===== config.mk =====
export PLATFORM = sky130hd
export DESIGN_NAME = fetch_ctrl
export DESIGN_NICKNAME = d
export VERILOG_FILES = /design/src/rtl/fetch_ctrl_pkg.sv /design/src/rtl/fetch_skid.sv /design/src/rtl/fetch_ctrl.sv
export SDC_FILE = /design/constraint.sdc
export NUM_CORES = 1
export LEC_CHECK = 0
export BUFFER_PORTS_ARGS = -buffer_cell sky130_fd_sc_hd__buf_2
export CORE_UTILIZATION = 45
export CTS_CLUSTER_SIZE = 12
export DETAILED_ROUTE_END_ITERATION = 7
export GPL_TIMING_DRIVEN = 0
export PLACE_DENSITY_LB_ADDON = 0.3
export SETUP_SLACK_MARGIN = 0.2
export SYNTH_ARGS = -nofsm -noshare
export SYNTH_HDL_FRONTEND = slang
export SYNTH_HIERARCHICAL = 1
export SYNTH_SLANG_ARGS = --single-unit

===== constraint.sdc =====
create_clock -name clk -period 9.1 [get_ports clk]
set_input_delay 1.365 -clock clk [delete_from_list [all_inputs] [get_ports clk]]
set_output_delay 1.365 -clock clk [all_outputs]
set_load 0.005 [all_outputs]

===== src/rtl/fetch_ctrl_pkg.sv =====
// Shared types for the fetch stage: instruction-bus request/response, the fetched
// instruction record and the fetch controller state encoding.
package fetch_ctrl_pkg;

    localparam logic [63:0] PCINIT = 64'h8000_0000;

    typedef enum logic [1:0] {
        IDLE    = 2'd0,
        REQ     = 2'd1,
        DISCARD = 2'd2
    } fetch_ctrl_state_t;

    typedef struct packed {
        logic        valid;
        logic [63:0] addr;
    } ibus_req_t;

    typedef struct packed {
        logic        addr_ok;
        logic        data_ok;
        logic [63:0] data;
    } ibus_resp_t;

    typedef struct packed {
        logic [31:0] raw_instr;
        logic [63:0] pc;
        logic        stall;
    } fetch_data_t;

    localparam fetch_data_t FETCH_DATA_RESET = '{raw_instr: 32'd0, pc: 64'd0, stall: 1'b1};

    function automatic logic [63:0] next_pc(input logic [63:0] pc);
        return pc + 64'd4;
    endfunction

endpackage


===== src/rtl/fetch_skid.sv =====
// One-entry skid buffer that catches an instruction returned while the
// downstream register is stalled.
module fetch_skid
    import fetch_ctrl_pkg::*;
(
    input  logic        clk,
    input  logic        reset,
    input  logic        i_push,
    input  logic        i_pop,
    input  logic        i_flush,
    input  fetch_data_t i_data,
    output fetch_data_t o_data,
    output logic        o_valid
);

    logic        r_valid;
    fetch_data_t r_data;

    always_ff @(posedge clk) begin
        if (reset) begin
            r_valid <= 1'b0;
        end else if (i_flush) begin
            r_valid <= 1'b0;
        end else if (i_push) begin
            r_valid <= 1'b1;
        end else if (i_pop) begin
            r_valid <= 1'b0;
        end
    end

    // NOTE: the payload carries no reset; it is only observed while r_valid is set.
    always_ff @(posedge clk) begin
        if (i_push) begin
            r_data <= i_data;
        end
    end

    assign o_valid = r_valid;
    assign o_data  = r_data;

endmodule


===== src/rtl/fetch_ctrl.sv =====
// Fetch-stage controller: owns the fetch PC, runs one ibus request at a time, absorbs
// stalls in a skid entry and drops in-flight data on redirect. FETCH_PERF_EN adds counters.
module fetch_ctrl
    import fetch_ctrl_pkg::*;
#(
    parameter logic [63:0] RESET_PC = PCINIT
) (
    input  logic        clk,
    input  logic        reset,
    output ibus_req_t   ireq,
    input  ibus_resp_t  iresp,
    input  logic        stall,
    input  logic        redirect,
    input  logic [63:0] redirect_pc,
    output fetch_data_t dataF,
`ifdef FETCH_PERF_EN
    output logic [63:0] perf_fetch_cnt,
    output logic [63:0] perf_stall_cnt,
    output logic [63:0] perf_discard_cnt,
`endif
    output logic        dataF_valid
);

    fetch_ctrl_state_t r_state;
    fetch_ctrl_state_t w_state_n;
    logic [63:0]       r_pc;
    logic [63:0]       r_inflight_addr;
    fetch_data_t       r_data;
    logic              r_dv;

    logic        w_can_issue;
    logic        w_req_valid;
    logic        w_complete;
    logic        w_consume;
    logic        w_deliver;
    logic        w_to_dataF;
    logic        w_to_skid;
    logic        w_skid_pop;
    logic        w_dv_n;
    logic        w_skid_n;
    logic        w_can_issue_n;
    logic        w_skid_valid;
    fetch_data_t w_skid_data;
    fetch_data_t w_fetched;
    logic        w_unused;

    assign w_unused = ^{iresp.addr_ok, iresp.data[63:32]};

    assign w_can_issue = ~w_skid_valid & ~(r_dv & stall) & ~redirect;
    assign w_req_valid = ~reset & (((r_state == IDLE) & w_can_issue) | (r_state == REQ) | (r_state == DISCARD));
    assign w_complete  = w_req_valid & iresp.data_ok;
    assign w_consume   = r_dv & ~stall;
    assign w_deliver   = w_complete & ~redirect & (r_state != DISCARD);
    assign w_to_dataF  = w_deliver & ~(r_dv & stall);
    assign w_to_skid   = w_deliver & r_dv & stall;
    assign w_skid_pop  = w_consume & w_skid_valid & ~redirect;

    // Occupancy after this edge decides whether a finishing REQ chains straight into the next one.
    assign w_dv_n        = ~redirect & (w_skid_pop | w_to_dataF | (r_dv & stall));
    assign w_skid_n      = ~redirect & (w_to_skid | (w_skid_valid & ~w_skid_pop));
    assign w_can_issue_n = ~w_skid_n & ~(w_dv_n & stall);

    assign w_fetched = '{raw_instr: iresp.data[31:0], pc: r_pc, stall: 1'b0};

    assign ireq.valid  = w_req_valid;
    assign ireq.addr   = (r_state == DISCARD) ? r_inflight_addr : r_pc;
    assign dataF       = '{raw_instr: r_data.raw_instr, pc: r_data.pc, stall: ~r_dv};
    assign dataF_valid = r_dv;

    // NOTE: every output of an always_comb gets a default first so no path infers a latch.
    always_comb begin
        w_state_n = r_state;
        case (r_state)
            IDLE: begin
                if (w_req_valid) begin
                    w_state_n = (w_complete & ~w_can_issue_n) ? IDLE : REQ;
                end
            end
            REQ: begin
                if (redirect) begin
                    w_state_n = w_complete ? IDLE : DISCARD;
                end else if (w_complete) begin
                    w_state_n = w_can_issue_n ? REQ : IDLE;
                end
            end
            DISCARD: begin
                if (w_complete) begin
                    w_state_n = IDLE;
                end
            end
            default: w_state_n = IDLE;
        endcase
    end

    fetch_skid u_skid (
        .clk     (clk),
        .reset   (reset),
        .i_push  (w_to_skid),
        .i_pop   (w_skid_pop),
        .i_flush (redirect),
        .i_data  (w_fetched),
        .o_data  (w_skid_data),
        .o_valid (w_skid_valid)
    );

    // NOTE: clocked state uses <= only, so every block sees the pre-edge values.
    always_ff @(posedge clk) begin
        if (reset) begin
            r_state         <= IDLE;
            r_pc            <= RESET_PC;
            r_inflight_addr <= 64'd0;
            r_data          <= FETCH_DATA_RESET;
            r_dv            <= 1'b0;
        end else begin
            r_state <= w_state_n;
            r_dv    <= w_dv_n;
            if (redirect) begin
                r_pc <= redirect_pc;
            end else if (w_deliver) begin
                r_pc <= next_pc(r_pc);
            end
            if ((r_state == REQ) & redirect & ~w_complete) begin
                r_inflight_addr <= r_pc;
            end
            if (w_skid_pop) begin
                r_data <= w_skid_data;
            end else if (w_to_dataF) begin
                r_data <= w_fetched;
            end
        end
    end

`ifdef FETCH_PERF_EN
    logic [63:0] r_perf_fetch;
    logic [63:0] r_perf_stall;
    logic [63:0] r_perf_discard;

    always_ff @(posedge clk) begin
        if (reset) begin
            r_perf_fetch   <= 64'd0;
            r_perf_stall   <= 64'd0;
            r_perf_discard <= 64'd0;
        end else begin
            if (w_deliver) begin
                r_perf_fetch <= r_perf_fetch + 64'd1;
            end
            if (r_dv & stall) begin
                r_perf_stall <= r_perf_stall + 64'd1;
            end
            if (w_complete & (redirect | (r_state == DISCARD))) begin
                r_perf_discard <= r_perf_discard + 64'd1;
            end
        end
    end

    assign perf_fetch_cnt   = r_perf_fetch;
    assign perf_stall_cnt   = r_perf_stall;
    assign perf_discard_cnt = r_perf_discard;
`endif

endmodule


==> impl_metrics.csv <==
group,metric,value,unit
clock_tree,clk-insertion-delay-late,520,ps
timing,finalHoldWorstSlack,427,ps
floorplanning,count_of_boundary_i_o_pins,297,
worst_setup_path,worstSetupEndpointType,"output port",
logic_synthesis,post_synth_instance_area,14500,um^2
worst_setup_path,critical_path_required,7740,ps
placement,place_congestion,0.953,
final_layout,syn_to_final_growth,20.9,%
timing,setup_violations,0,
clock_tree,tritoncts,"built",
detailed_routing,routed_wirelength,49.4,mm
timing,fin_worst_skew,18.9,ps
clock_tree,cts_max_level,2,
floorplanning,design.core.area,31600,um^2
logic_synthesis,synth.yosys.warnings,6,
timing,final_critical_path_setup_slack,4020,ps
detailed_routing,wl_per_cell,21.3,um
detailed_routing,detail_route.iter0.violations,1529,
clock_tree,post-cts-setup-buffer-count,0,
timing,min_period,5080,ps
clock_tree,ctsResizeCount,0,
timing,period_share,0.558,
clock_tree,clock_sink_count,324,
clock_tree,clk_transition_reported_paths,60,ps
final_layout,sequential_cell_area,7450,um^2
power,leakagePower,6.57,nW
timing,maxSlewViolCount,0,
final_layout,mostFrequentLayoutCell,"sky130_fd_sc_hd__buf_2",
detailed_routing,drt_pass1_iterations,8,
floorplanning,core.rowCount,65,
global_route,first_global_vias,12900,
floorplanning,die_w,182,um
placement,place_hpwl,34.8,mm
worst_setup_path,worst_path_dominant_cell_family,"buffers and inverters",
global_route,grt_max_degree,29,
flow_run,max-cap-violations,0,
global_route,grt_antenna_before_repair,6,
timing,max_clock_freq,197,MHz
detailed_routing,detailroute.via_count,14000,
power,power-per-cell-area,185,nW/um^2
worst_setup_path,ff2ff_setup_slack,5740,ps
final_layout,post_route_cells_drive_above_1_share,0.219,
placement,detailedPlace.worstSlack,4130,ps
worst_setup_path,crit_path_frequent_cell,"sky130_fd_sc_hd__clkbuf_1",
placement,io_buffer_count,263,
detailed_routing,per_cell_via_count_in_the_routed_design,6.03,
floorplanning,start_util,0.459,
worst_setup_path,worst-endpoint-arrival,3720,ps
floorplanning,die-area,33000,um^2
hold_path,worst_hold_path_type,"register to register",
final_layout,multiInputGateArea,6340,um^2
power,vdd.ir_drop.worst,115,uV
clock_tree,post_cts_hold_buffer_count,0,
run_status,outcome,"complete, no violations",
timing,report.final.hold_viol_count,0,
final_layout,instances_no_fill,2315,
worst_setup_path,crit_path_class,"input pin to output port",
logic_synthesis,postSynthAreaPerCell,9.21,um^2
worst_setup_path,critical-path-max-stage-delay,640,ps
timing,slew_limit_headroom,0.0756,
final_layout,layout_common_cells,"sky130_fd_sc_hd__buf_2 (277), sky130_fd_sc_hd__nand2_1 (274), sky130_fd_sc_hd__dfxtp_1 (228), sky130_fd_sc_hd__clkbuf_1 (143), sky130_fd_sc_hd__nor2_1 (135)",
floorplanning,die_height,182,um
clock_tree,tritoncts.num_buffers,36,
worst_setup_path,startpoint_type,"input pin",
worst_setup_path,path_buf_inv,7,
global_route,global_route_wire_length_before_repair,75.1,mm
clock_tree,clock_tree.buffer_depth,3,
detailed_routing,route.detailed.drc,0,
global_route,grt_usage,0.292,
placement,placed_cells,2246,
timing,unrepaired_setup_endpoints_after_global_routing,"false",
timing,timing_worst_slew_pin_value,1370,ps
final_layout,design.final.nets,2017,
logic_synthesis,nets_in_the_synthesized_netlist,1712,
global_route,grt-ovfl-total,0,
worst_setup_path,crit_path_max_delay_cell_type,"sky130_fd_sc_hd__clkbuf_1",
worst_setup_path,worst-path-max-fanout,10,
detailed_routing,route.antenna.remaining_nets,0,
logic_synthesis,synth_cells,1577,
final_layout,fillCellCount,2822,
worst_setup_path,timing.critical_path.cells,"buf_2 -> clkbuf_1 -> clkbuf_1 -> clkbuf_1 -> clkbuf_1 -> a21oi_1 -> buf_4 -> buf_2",
timing,totalNegativeSetupSlack,0,ps
clock_tree,ctsRootBufferMaster,"sky130_fd_sc_hd__clkbuf_16",
==> area by class of cell <==
cell class / instances / area share
antenna: 6 / 0.000855
inverter: 28 / 0.00598
sequential: 324 / 0.424
multi-input combinational: 1066 / 0.361
buffer: 159 / 0.0365
timing repair buffer: 267 / 0.0790
clock buffer: 52 / 0.0582
tap: 402 / 0.0286
clock inverter: 11 / 0.00584
==> state kept, by name, indices dropped and copies added (netlist names) <==
register and count:
u_skid/o_data 96, r_state 2, r_pc 64, dataF 96, u_skid/o_valid 1, r_inflight_addr 64
dataF_valid 1
==> final timing paths <==
kind | from | end | depth (start not counted)
worst max-delay path | reset | ireq[64] | 8
worst min-delay path | r_pc[18] | u_skid/o_data[19] | 0
worst max register to register | r_state[1] | dataF[91] | 8
worst min register to register | r_pc[18] | u_skid/o_data[19] | 0
==> through the flow <==
| stage | util | power (mW) | cell area (um^2) |
|---|---|---|---|
| 2_1_floorplan | - | 1.72 | 14500 |
| 4_1_cts | 0.555 | 3.25 | 17600 |
| 5_1_grt | 0.555 | 3.33 | 17600 |
| 3_5_place_dp | 0.519 | 1.85 | 16400 |
| 6_report | 0.555 | 3.24 | 17600 |
| 3_3_place_gp | 0.517 | 1.84 | 16300 |
==> metal layers <==
metal | vias up | wire, um | global-route usage
li1 | 6366 | - | -
met1 | 6658 | 20200 | 0.394
met2 | 805 | 22300 | 0.457
met3 | 132 | 4970 | 0.0560
met4 | 0 | 1900 | 0.123
met5 | - | 0 | 0
==> where the power goes <==
part	total, mW	internal (mW)	switching, mW	leakage [nW]
Clock	1.41	0.835	0.580	0.548
Sequential	1.56	1.52	0.0412	2.74
Combinational	0.267	0.0992	0.168	3.27
Total	3.24	2.45	0.789	6.57
No activity file was read; power rests on OpenSTA's default activity.
